**config.mk**
```make
export PLATFORM = sky130hd
export DESIGN_NAME = seven_seg_reader
export DESIGN_NICKNAME = d
export VERILOG_FILES = /design/src/rtl/seven_seg_reader.sv
export SDC_FILE = /design/constraint.sdc
export NUM_CORES = 1
export LEC_CHECK = 0
export CAP_MARGIN = 10
export CORE_MARGIN = 3
export CORE_UTILIZATION = 55
export DETAILED_ROUTE_END_ITERATION = 6
export DONT_BUFFER_PORTS = 1
export GPL_ROUTABILITY_DRIVEN = 0
export PLACE_DENSITY = 0.74
export RECOVER_POWER = 100
export SYNTH_ARGS = -nofsm -noshare
export SYNTH_HDL_FRONTEND = slang
export SYNTH_SLANG_ARGS = --single-unit
```
**constraint.sdc**
```tcl
create_clock -name clk -period 1.6 [get_ports clk]
set_input_delay 0.32 -clock clk [delete_from_list [all_inputs] [get_ports clk]]
set_output_delay 0.32 -clock clk [all_outputs]
set_load 0.01 [all_outputs]
```
**src/rtl/seven_seg_reader.sv**
```systemverilog
// seven_seg_reader
//   Reads an active-low single-digit seven-segment pattern back into a 4-bit
//   digit. The segment bus is filtered until it has been stable for
//   STABLE_CYCLES consecutive samples. The stable pattern is then classified,
//   and each new digit is offered once on a valid/ready output.
//
//   Optional feature macro: SEVEN_SEG_READER_HEX_EN
//     defined   -> the hex letter patterns A,b,C,d,E,F also decode legally
//     undefined -> those six patterns report out=4'hF, out_error=1
//
// Ports
//   clk        in   rising-edge clock
//   rst_n      in   synchronous active-low reset
//   seg[6:0]   in   observed segments, active-low, bit0=a ... bit6=g
//   out[3:0]   out  decoded digit (4'hF when out_error=1)
//   out_error  out  pattern is outside the legal set
//   out_valid  out  out/out_error hold a report
//   out_ready  in   downstream accepts the report
//   state_dbg  out  FSM state (0=SETTLE, 1=REPORT)
//
// Handshake: a report transfers on any rising edge where out_valid and
// out_ready are both 1. out_valid never drops without that transfer, and
// out/out_error change only while out_valid=0. out_ready never reaches
// out_valid combinationally.

module seven_seg_reader #(
    parameter int STABLE_CYCLES = 4
) (
    input  logic       clk,
    input  logic       rst_n,
    input  logic [6:0] seg,
    output logic [3:0] out,
    output logic       out_error,
    output logic       out_valid,
    input  logic       out_ready,
    output logic       state_dbg
);

    localparam int              CW      = $clog2(STABLE_CYCLES + 1);
    localparam logic [CW-1:0]   CNT_MAX = CW'(STABLE_CYCLES);
    localparam logic [6:0]      BLANK   = 7'h7F;

    typedef enum logic {
        SETTLE = 1'b0,
        REPORT = 1'b1
    } state_t;

    state_t        state;
    logic [6:0]    seg_q;
    logic [CW-1:0] cnt;
    logic [6:0]    last_code;
    logic          stable;
    logic [4:0]    dec;

    // Returns {illegal, digit}.
    function automatic logic [4:0] decode(input logic [6:0] code);
        logic [4:0] r;
        r = {1'b1, 4'hF};
        case (code)
            7'h40: r = {1'b0, 4'h0};
            7'h79: r = {1'b0, 4'h1};
            7'h24: r = {1'b0, 4'h2};
            7'h30: r = {1'b0, 4'h3};
            7'h19: r = {1'b0, 4'h4};
            7'h12: r = {1'b0, 4'h5};
            7'h02: r = {1'b0, 4'h6};
            7'h78: r = {1'b0, 4'h7};
            7'h00: r = {1'b0, 4'h8};
            7'h10: r = {1'b0, 4'h9};
`ifdef SEVEN_SEG_READER_HEX_EN
            7'h08: r = {1'b0, 4'hA};
            7'h03: r = {1'b0, 4'hB};
            7'h46: r = {1'b0, 4'hC};
            7'h21: r = {1'b0, 4'hD};
            7'h06: r = {1'b0, 4'hE};
            7'h0E: r = {1'b0, 4'hF};
`endif
            default: r = {1'b1, 4'hF};
        endcase
        return r;
    endfunction

    assign stable    = (cnt == CNT_MAX);
    assign dec       = decode(seg_q);
    assign state_dbg = state;

    always_ff @(posedge clk) begin
        if (!rst_n) begin
            seg_q     <= BLANK;
            cnt       <= '0;
            last_code <= BLANK;
            out       <= 4'h0;
            out_error <= 1'b0;
            out_valid <= 1'b0;
            state     <= SETTLE;
        end else begin
            // The filter keeps running in both states so that the pattern
            // present when SETTLE is re-entered is judged immediately.
            seg_q <= seg;
            if (seg != seg_q) begin
                cnt <= '0;
            end else if (cnt != CNT_MAX) begin
                cnt <= cnt + 1'b1;
            end

            case (state)
                SETTLE: begin
                    if (stable && seg_q == BLANK) begin
                        // A stable blank re-arms reporting of the same digit.
                        last_code <= BLANK;
                    end else if (stable && seg_q != last_code) begin
                        last_code <= seg_q;
                        out       <= dec[3:0];
                        out_error <= dec[4];
                        out_valid <= 1'b1;
                        state     <= REPORT;
                    end
                end
                REPORT: begin
                    if (out_valid && out_ready) begin
                        out_valid <= 1'b0;
                        state     <= SETTLE;
                    end
                end
                default: state <= SETTLE;
            endcase
        end
    end

endmodule

```
==> results.json <==
{
  "hold_viol_final": 0,
  "setup_slack_ns": 0.0841,
  "drv_cap": 0,
  "crit_arrival_ns": 1.76,
  "crit_chain": "buf_4, xor2_1, and4b_2, a211oi_2, nand2_1, a31oi_1",
  "crit_path_start_kind": "register",
  "dp.cells": 171,
  "overflow": 0,
  "start_util": 0.619,
  "hpwlAfterDp_um": 1900,
  "max-vdd-ir-drop_uv": 585,
  "numClockSinks": 24,
  "yosysTopAreaCellShare": 0.373,
  "n_fill_cell": 171,
  "place_area_um2": 1320,
  "port_buffers": 0,
  "crit_family": "compound AO/OA/AOI/OAI gates",
  "netlist_area_um2": 1290,
  "n_antenna_cell": 0,
  "total_power_uw": 984,
  "h-tree-depth": 1,
  "grt_usage": 0.202,
  "p_per_area_nw_per_um2": 715,
  "end_kind": "register",
  "path_max_fanout": 9,
  "synth-adder-area-share": 0.0194,
  "grt_pass1_wl_um": 4260,
  "syn_avg_cell_area_um2": 9.01,
  "ys_ff_latch": 24,
  "syn_inst": 143,
  "synthTopCellsByArea": "dfxtp_1, xnor2_1, mux2i_1, nor2_1, buf_6",
  "yosysTopAreaCell": "dfxtp_1",
  "seq_area_frac_synth": 0.373,
  "multi_input_area_um2": 733,
  "final.setup_skew_ns": 0.00980,
  "status": "finished clean",
  "setup-tns-final_ns": 0,
  "syn_nets": 155,
  "worstSetupPathType": "register to register",
  "finalNonFillerCells": 174,
  "wl_per_cell_um": 14.3,
  "synth-compound-area-share": 0.109,
  "firstDrtPassIters": 4,
  "grt_antenna_before_repair": 0,
  "die_h_um": 54.4,
  "crit_buf_inv": 1,
  "place_ws_ns": 0.00446,
  "wl_um": 2480,
  "die_w_um": 54.4,
  "leakage_nw": 0.474,
  "slew_headroom": 0.697,
  "drv_slew": 0,
  "max_freq_mhz": 660,
  "clock_latency_ns": 0.31,
  "cts_tree": "done",
  "hold_ws_ns": 0.0667,
  "area_growth_pct": 6.80,
  "synth_cell_type_count": 32,
  "clk_transition_reported_paths_ns": 0.12,
  "critPathMaxStageDelay_ns": 0.39,
  "cts_hold_buf": 0,
  "register_area_um2": 489,
  "worstMarginPinSlew_ns": 0.451,
  "drive_above_1_share": 0.204,
  "grt_pass1_vias": 954,
  "hold_path_class": "input pin to register",
  "cp_slowest_cell": "dfxtp_2",
  "fin_util": 0.661,
  "ys.warnings.count": 0,
  "clockBufferDepth": 2,
  "grt_setup_unrepaired": "false",
  "setup_viol": 0,
  "fin_crit_ns": 1.52,
  "vias": 986,
  "fin_area_um2": 1380,
  "min_period_over_period": 0.947,
  "coreArea_um2": 2080,
  "drtIter0Drc": 19,
  "rows": 16,
  "synth_top_family_by_area": "simple AND/OR/NAND/NOR gates",
  "synth_xor_area_frac": 0.116,
  "dieArea_um2": 2960,
  "nets": 161,
  "yosys.area_share.simple": 0.234,
  "grt_max_degree": 19,
  "synth.area.mux_share": 0.0699,
  "vias_per_cell": 5.67,
  "cts_made_buffers": 3,
  "clock-root-buffer": "clkbuf_4",
  "pin_count": 17,
  "antenna_left": 0,
  "drc_errors": 0,
  "cp.required_ns": 1.85
}
## layer usage
| layer | routed length, µm | vias to the layer above | GRT usage |
|---|---|---|---|
| li1 | - | 494 | - |
| met1 | 1150 | 470 | 0.246 |
| met2 | 1190 | 20 | 0.341 |
| met3 | 124 | 2 | 0.0572 |
| met4 | 12 | 0 | 0.0622 |
| met5 | 0 | - | 0 |
## final timing paths
check	startpoint	to	slack (ns)	depth (start not counted)
setup / recovery	seg_q[4]	out[0]	0.08	6
hold reg to reg	out_error	out_error	0.54	2
hold / removal	rst_n	seg_q[3]	0.07	1
setup reg to reg	seg_q[4]	out[0]	0.08	6
## area by class of cell
class,count,share of cell area
Sequential cell,24,0.355
Multi-Input combinational cell,105,0.533
Timing Repair Buffer,12,0.0627
Tap cell,27,0.0245
Inverter,3,0.00818
Clock buffer,3,0.0164
## power breakdown
| part | total [mW] | internal (mW) | leakage (nW) | switching, mW |
|---|---|---|---|---|
| combinational | 0.0954 | 0.0507 | 0.266 | 0.0446 |
| sequential | 0.635 | 0.609 | 0.194 | 0.0260 |
| clock | 0.253 | 0.0881 | 0.0138 | 0.165 |
| total | 0.984 | 0.748 | 0.474 | 0.236 |
## cell usage in the layout, fill, tap and decap left out, drive strengths merged
cell and instances:
nor3 6, a21boi 1, a2111oi 1, nor2b 1, nand2 8, ha 2
xor2 1, nor2 20, mux2i 9, nand2b 8, nand3 4, o21ai 4
dfxtp 24, inv 2, clkinv 1, a211oi 2, a31oi 4, nand3b 1
nand4 5, a21oi 4, buf 11, nor4b 1, clkbuf 4, xnor2 16
and4b 1, o211a 2, or2 1, or3b 2, and2b 1
## sequential cells by signal, summed over array words and instances, names as in the netlist
| signal | count |
|---|---|
| out_error | 1 |
| out | 4 |
| cnt | 3 |
| state_dbg | 1 |
| seg_q | 7 |
| out_valid | 1 |
| last_code | 7 |
## cells by family after synthesis
kind of cell	count (synthesis)
buffers and inverters	14
muxes	9
AOI/OAI and AO/OA	18
adders and majority gates	2
xor gates and xnor gates	17
DFF	24
and+or+nand+nor	59
## repair_timing
item | 4_1_cts | 5_1_grt
endpoints found under the setup margin | 7 | 13
endpoints found under the hold margin | 0 | 0
gates resized for setup | 4 | 10
setup buffers | 0 | 0
## worst reg2reg max path: stages (launching register included)
cell      delay [ns]
dfxtp_2         0.39
buf_4           0.15
xor2_1          0.13
and4b_2         0.23
a211oi_2        0.26
nand2_1         0.13
a31oi_1         0.16
## Yosys cell counts (all sizes together)
cell     count
a2111oi      1
a211oi       2
a21boi       1
a21oi        4
a31oi        4
and2b        1
and4b        1
buf          9
clkbuf       2
clkinv       1
dfxtp       24
ha           2
inv          2
mux2i        9
nand2        8
nand2b       8
nand3        4
nand3b       1
nand4        5
nor2        20
nor2b        1
nor3         6
nor4b        1
o211a        2
o21ai        4
or2          1
or3b         2
xnor2       16
xor2         1
No activity file was read; power rests on OpenSTA's default activity.
